File: config.mk
export PLATFORM = sky130hd
export DESIGN_NAME = layer_schedule_ctrl
export DESIGN_NICKNAME = d
export VERILOG_FILES = /design/src/rtl/layer_schedule_ctrl.sv
export SDC_FILE = /design/constraint.sdc
export NUM_CORES = 1
export LEC_CHECK = 0
export CAP_MARGIN = 20
export CORE_MARGIN = 1
export CORE_UTILIZATION = 55
export CTS_CLUSTER_SIZE = 16
export DETAILED_ROUTE_END_ITERATION = 10
export PLACE_DENSITY = 0.83
export SLEW_MARGIN = 0
export SYNTH_ARGS = -nofsm -noshare
export SYNTH_HDL_FRONTEND = slang
export SYNTH_SLANG_ARGS = --single-unit
export TNS_END_PERCENT = 1
File: constraint.sdc
create_clock -name clk -period 4.55 [get_ports clk]
set_input_delay 0.455 -clock clk [delete_from_list [all_inputs] [get_ports clk]]
set_output_delay 0.455 -clock clk [all_outputs]
set_load 0.005 [all_outputs]
File: src/rtl/layer_schedule_ctrl.sv
// layer_schedule_ctrl: walks buffer layers in order, streaming each loaded layer's read addresses to compute
module layer_schedule_ctrl #(
  parameter int NUM_LAYERS = 8,
  parameter int ADDR_WIDTH = 16
) (
  input  logic                    clk,
  input  logic                    rst_n,
  input  logic                    cfg_wr_en,
  input  logic [2:0]              cfg_layer_id,
  input  logic [ADDR_WIDTH-3:0]   cfg_len,
  input  logic                    load_done,
  input  logic [2:0]              load_layer_id,
  input  logic                    start,
  input  logic [3:0]              num_layers,
  output logic                    busy,
  output logic                    seq_done,
  output logic [2:0]              active_layer,
  output logic [ADDR_WIDTH-1:0]   rd_addr,
  output logic                    rd_valid,
  input  logic                    rd_ready,
  output logic                    rd_last,
  output logic                    layer_start,
  input  logic                    compute_done,
  output logic [NUM_LAYERS-1:0]   loaded_mask,
  output logic                    cfg_err
);
  localparam int LW = ADDR_WIDTH - 2;
  localparam logic [LW-1:0] MAX_LEN = LW'(2 ** (ADDR_WIDTH - 3));
  typedef enum logic [2:0] {IDLE, WAIT_LOAD, STREAM, DRAIN, DONE} state_t;
  state_t state, nxt;
  logic [2:0] cur;
  logic [3:0] n, n_start;
  logic [LW-1:0] addr, len_cur;
  logic [LW-1:0] len [NUM_LAYERS];
  logic [NUM_LAYERS-1:0] loaded, clr_mask, set_mask;
  logic last_n, skip, go, step, drop;
  assign len_cur = len[cur];
  assign last_n = {1'b0, cur} == n - 4'd1;
  assign n_start = num_layers > 4'd8 ? 4'd8 : num_layers;
  assign skip = state == WAIT_LOAD && len_cur == '0;
  assign go = state == WAIT_LOAD && len_cur != '0 && loaded[cur];
  assign step = skip || (state == DRAIN && compute_done);
  assign drop = busy && cfg_layer_id == cur;
  assign clr_mask = step ? NUM_LAYERS'(1) << cur : '0;
  assign set_mask = load_done ? NUM_LAYERS'(1) << load_layer_id : '0;
  assign loaded_mask = loaded;
  always_ff @(posedge clk) state <= !rst_n ? IDLE : nxt;
  always_comb begin
    nxt = state;
    case (state)
      IDLE:      nxt = start ? (n_start == 4'd0 ? DONE : WAIT_LOAD) : IDLE;
      WAIT_LOAD: nxt = skip ? (last_n ? DONE : WAIT_LOAD) : go ? STREAM : WAIT_LOAD;
      STREAM:    nxt = rd_ready && rd_last ? DRAIN : STREAM;
      DRAIN:     nxt = compute_done ? (last_n ? DONE : WAIT_LOAD) : DRAIN;
      default:   nxt = IDLE;
    endcase
  end
  always_comb begin
    busy = state != IDLE;
    seq_done = state == DONE;
    rd_valid = state == STREAM;
    rd_last = rd_valid && addr == len_cur - LW'(1);
    rd_addr = ADDR_WIDTH'(addr);
    active_layer = cur;
  end
  // addr returns to zero on the final handshake, so it is always 0 outside STREAM
  always_ff @(posedge clk) begin
    if (!rst_n) begin
      cur <= '0;
      n <= '0;
      addr <= '0;
      loaded <= '0;
      layer_start <= 1'b0;
      cfg_err <= 1'b0;
      for (int i = 0; i < NUM_LAYERS; i++) len[i] <= '0;
    end else begin
      if (state == IDLE && start) begin
        cur <= '0;
        n <= n_start;
      end else if (step && !last_n) cur <= cur + 3'd1;
      if (rd_valid && rd_ready) addr <= rd_last ? '0 : addr + LW'(1);
      loaded <= (loaded & ~clr_mask) | set_mask;
      layer_start <= go;
      cfg_err <= cfg_wr_en && drop;
      if (cfg_wr_en && !drop) len[cfg_layer_id] <= cfg_len > MAX_LEN ? MAX_LEN : cfg_len;
    end
  end
endmodule

=== Word level (Yosys, flattened, before mapping) ===
Memory sizes are Yosys's and may differ from the RTL's. A register that Yosys moved wholly into a read port is not among the register bits.
Cells that the tools add are included.

* Flip-flop bits (word level): 34
* Memory bits (writable): 112
* Input port bits: 31
* Output and inout port bits: 33
* Logic and storage cells: 74
* Memories kept: 1

{| class="wikitable"
|+ Memory list
! name !! words !! bits a word !! read ports !! clocked after memory_dff !! write ports !! line !! source
|-
| len || 8 || 14 || 1 || 1 || 8 || 34 || <nowiki>logic [LW-1:0] len [NUM_LAYERS];</nowiki>
|}

* Add/sub/neg operators: 4
* Order comparisons: 3
* Eq/ne operators: 7
* Shifts and indexed selects: 2
* Multiplexer cells: 24
* Bitwise operators: 4
* Reduce and logical (&&, ||, !) cells: 22

{| class="wikitable"
|+ Operators with widths
! operator !! count
|-
| two-way mux 14 bit || 3
|-
| two-way mux 3 bit || 8
|-
| two-way mux 8 bit || 2
|-
| left shift 1 x 3 -> 8 bit, first input constant || 2
|-
| adder 14 x 1 -> 14 bit, second input constant || 1
|-
| equality test 14 bit || 1
|-
| > comparator 14 bit, second input constant || 1
|-
| zero test 14 bit || 1
|-
| nonzero test 14 bit || 1
|-
| OR reduction 14 bit || 1
|-
| subtractor 14 x 1 -> 14 bit, second input constant || 1
|-
| logical AND 1 bit || 12
|-
| one-hot mux 3 bit (4 select lines) || 1
|-
| bitwise AND 8 bit || 1
|-
| inverter 8 bit || 1
|-
| OR 8 bit || 1
|-
| two-way mux 1 bit || 7
|-
| equality test 3 x 2 -> 1 bit, second input constant || 2
|-
| equality test 3 x 4 -> 1 bit || 1
|-
| > comparator 4 bit, second input constant || 1
|-
| zero test 4 bit || 1
|-
| less-than comparator 3 x 4 -> 1 bit, second input constant || 1
|-
| two-way mux 4 bit || 1
|-
| subtractor 4 x 1 -> 4 bit, second input constant || 1
|-
| 12 further kinds || 13
|}

=== Logic depth before layout (Yosys ltp) ===
Gate-level depths: netlist of the first run.

* Word-level depth: 9
* Depth in mapped cells: 13
* Mapped depth without buffers: 10

=== Worst setup path after synthesis of the first run ===
Ideal clock, no wire load.

* Path kind: register to output
* Start point: register with a tool-made name
* End point: output rd_last
* Arrival time: 2.637 ns
* Data required time: 4.095 ns
* Path slack: 1.458 ns
* Stages on the path, launching flop included: 11
* Path buffers: 2
* Cells stage by stage: dfxtp_1 clkbuf_1 buf_2 mux4_2 mux2i_1 ha_1 xor2_1 nand2_1 a21o_1 a2111oi_4 and3_1

{| class="wikitable"
|+ RTL lines
! item !! line !! source
|-
| to (decl) || 21 || <nowiki>output logic rd_last,</nowiki>
|}

==> reports/metrics.csv, run 1 <==
stage,metric,value,unit
route,firstDrtPassIters,5,
synthesis,netlist-cell-type-count,59,
floorplan,initial_core_util,57.1,%
setup_path,cp-end-kind,primary output,
synthesis,ys_top_cells_by_area,"edfxtp_1 (46%), dfxtp_1 (10%), mux4_2 (8.0%)",
layout,layout.nets,738,
cts,post_cts_buffers,0,
cts,cts.clk_slew.worst_paths,60,ps
power,pwr-share-clk,42.2,%
placed_design,dp_slack,590,ps
floorplan,fp.dieH,117,um
hold_path,hp-start,n[3],
sta,rsz0062_at_grt,no,
setup_path,cp_data_required_time,4090,ps
route,via_count,5174,
setup_path,timing.rr.end,addr[4],
power,p_int,0.00234,W
synthesis,yosys.area.top_type_share,45.9,%
setup_path,path_max_fanout,28,
power,p_sw_share,22.5,%
sta,fmax,232,MHz
cts,cts_root_buf,clkbuf_16,
sta,slew_headroom,41.9,%
floorplan,io_pins,64,
layout,syn_to_final_growth,18.6,%
placed_design,dp_hpwl,11.5,mm
sta,final-max-slew-violation-count,0,
synthesis,synth_edf_count,112,
power,switching_power,0.000677,W
grt,grt_max_degree,29,
power,pwr-share-seq,50.6,%
route,drc,0,
sta,tightestPinTransition,869,ps
sta,finalCritPeriodShare,94.9,%
sta,skew,8.10,ps
synthesis,synthCells,628,
sta,setup_viol,0,
grt,grt_pass1_wl,27.6,mm
layout,drive_gt1_share,13.4,%
layout,antenna_cells,0,
sta,fin_ws,230,ps
synthesis,yosys.area.top_type,edfxtp_1,
setup_path,regToRegSetupSlack,1070,ps
outcome,status,finished clean,
route,post_drt_wl_per_cell,19.8,um
synthesis,yosys-top-cells-count,"nor2_1 (147), edfxtp_1 (112), nand2_1 (61), dfxtp_1 (37), mux4_2 (26)",
synthesis,ys_async_sr_fraction,0,%
cts,htreeDepth,4,
floorplan,die_area,13800,um^2
power,p_leak,3.04,nW
sta,fin_crit,4320,ps
route,drt_iter0_drc,607,
route,drt_wl_total,17.5,mm
setup_path,path_class,flip-flop to primary output,
cts,insertion_delay,420,ps
run,max_cap_viol_count,0,
floorplan,chipWidth,117,um
synthesis,synth-seq-cells,149,
grt,grt_usage,27.0,%
power,p_per_area,346,nW/um^2
setup_path,critical_path.startpoint_type,flip-flop,
grt,antenna_found_initial,0,
synthesis,synth_ff_type,edfxtp_1,
power,ir_drop,0.330,mV
power,p_comb_share,7.2,%
synthesis,seq_area_frac_synth,56.0,%
synthesis,syn_area,7330,um^2
cts,ctsLongestPathBuffers,2,
floorplan,coreArea,12800,um^2
synthesis,synth_most_common_cell,nor2_1,
setup_path,crit_arrival,3860,ps
sta,hold_violations,0,
route,ant_nets,0,
synthesis,yosysWarnings,0,
sta,hold_slack,491,ps
hold_path,whs_path_depth,2,
synthesis,syn_avg_cell_area,11.7,um^2
hold_path,min_to,n[3],
sta,fin_setup_tns,0,ps
setup_path,reg2regPathDepth,9,
floorplan,rows,41,
cts,clock_sink_count,149,
grt,grt_pass1_vias,5210,
cts,cts_tree,built,
cts,cts_inserted_buffers,17,
grt,overflow,0,
placed_design,io_buffers,61,
placed_design,place_congestion,0.904,
route,vias_per_cell,5.88,
hold_path,hold_class,flip-flop to flip-flop,
how the worst max path moves through the flow:
stage | from | endpoint | slack [ps] | cells after the start
3_3_place_gp | flip-flop | rd_last | 630 | 9
3_5_place_dp | flip-flop | rd_last | 590 | 9
2_1_floorplan | flip-flop | rd_last | 1460 | 10
6_report | flip-flop | rd_last | 230 | 9
5_1_grt | flip-flop | rd_last | 30 | 9
4_1_cts | flip-flop | rd_last | 60 | 8
sequential cells by signal, indices dropped and copies added, names as in the netlist, named ones only:
| register | count |
|---|---|
| len | 112 |
| addr | 14 |
| loaded_mask | 8 |
| n | 4 |
| active_layer | 3 |
| state | 3 |
| cfg_err | 1 |
| layer_start | 1 |
placed cells by master, fill, tap and decap left out, types with 9 or more instances in the layout:
| cell | Yosys | routed |
|---|---|---|
| xor2_1 | 19 | 19 |
| edfxtp_1 | 112 | 112 |
| a21oi_1 | 16 | 16 |
| nand2_1 | 61 | 61 |
| ha_1 | 10 | 10 |
| clkbuf_16 | 0 | 17 |
| inv_1 | 12 | 12 |
| clkdlybuf4s50_1 | 0 | 61 |
| mux2i_1 | 12 | 10 |
| mux4_2 | 26 | 26 |
| nor3_1 | 10 | 10 |
| nand3_1 | 18 | 18 |
| nor2_1 | 147 | 147 |
| xnor2_1 | 15 | 15 |
| dfxtp_1 | 37 | 36 |
| buf_4 | 4 | 16 |
| mux2_2 | 9 | 9 |
metrics by stage:
stage / cell area, um^2 / power, W / util (%) / cells
finish: 8690 / 0.00301 / 67.8 / 880
global route: 8690 / 0.00310 / 67.8 / 880
CTS: 8680 / 0.00302 / 67.7 / 880
detailed placement: 8140 / 0.00176 / 63.5 / 850
global placement: 8140 / 0.00175 / 63.5 / 850
floorplan: 7330 / 0.00167 / - / 629
per-layer routing:
metal / vias up / GRT usage (%) / share of wire, %
li1: 2397 / - / -
met1: 2478 / 33.0 / 40
met2: 252 / 45.9 / 50
met3: 47 / 5.45 / 6.9
met4: 0 / 12.7 / 3.1
met5: - / 0 / 0
logic make-up after synthesis:
group | synth area share [%]
AOI/OAI and AO/OA | 5.31
DFF | 56.0
xor gates and xnor gates | 4.06
other | 0.0512
and+or+nand+nor | 17.9
buffers and inverters | 2.82
adders and majority gates | 1.71
muxes | 12.2
cell type report:
class | count | area (um^2)
well taps | 172 | 215
inverters | 13 | 48.8
repair buffers | 78 | 751
clock inverters | 12 | 108
clock buffers | 18 | 429
multi-input cells | 438 | 3040
fillers | 913 | 4130
flip-flops and latches | 149 | 4110
what timing repair did:
item,CTS,global route
endpoints found under the setup margin,1,1
cloned,0,0
hold buffers,0,0
gates resized for setup,1,3
endpoints found under the hold margin,0,0
power groups by stage:
| stage | Combinational (W) | Sequential (W) | Clock [W] |
|---|---|---|---|
| 2_1_floorplan | 0.000130 | 0.00154 | 0 |
| 3_3_place_gp | 0.000206 | 0.00155 | 0 |
| 3_5_place_dp | 0.000212 | 0.00155 | 0 |
| 4_1_cts | 0.000215 | 0.00152 | 0.00129 |
| 5_1_grt | 0.000234 | 0.00153 | 0.00134 |
| 6_report | 0.000217 | 0.00152 | 0.00127 |
worst max-delay path, stage by stage, from the launching register on:
cell and delay, ps:
dfxtp_1 350, buf_12 240, mux4_2 560, mux2i_2 380, nand4_4 220, nor2_1 240
o2111ai_1 260, a2111oi_4 480, and3_1 210, clkdlybuf4s50_1 490
Power figures use the tool's default switching activity.
==> run 2: changes to the inputs <==
Settings changed: CAP_MARGIN 20 to 10, CTS_CLUSTER_DIAMETER set to 50.
==> results of run 2 <==
No change in the layout: final DEF, timing and power equal those of run 1.
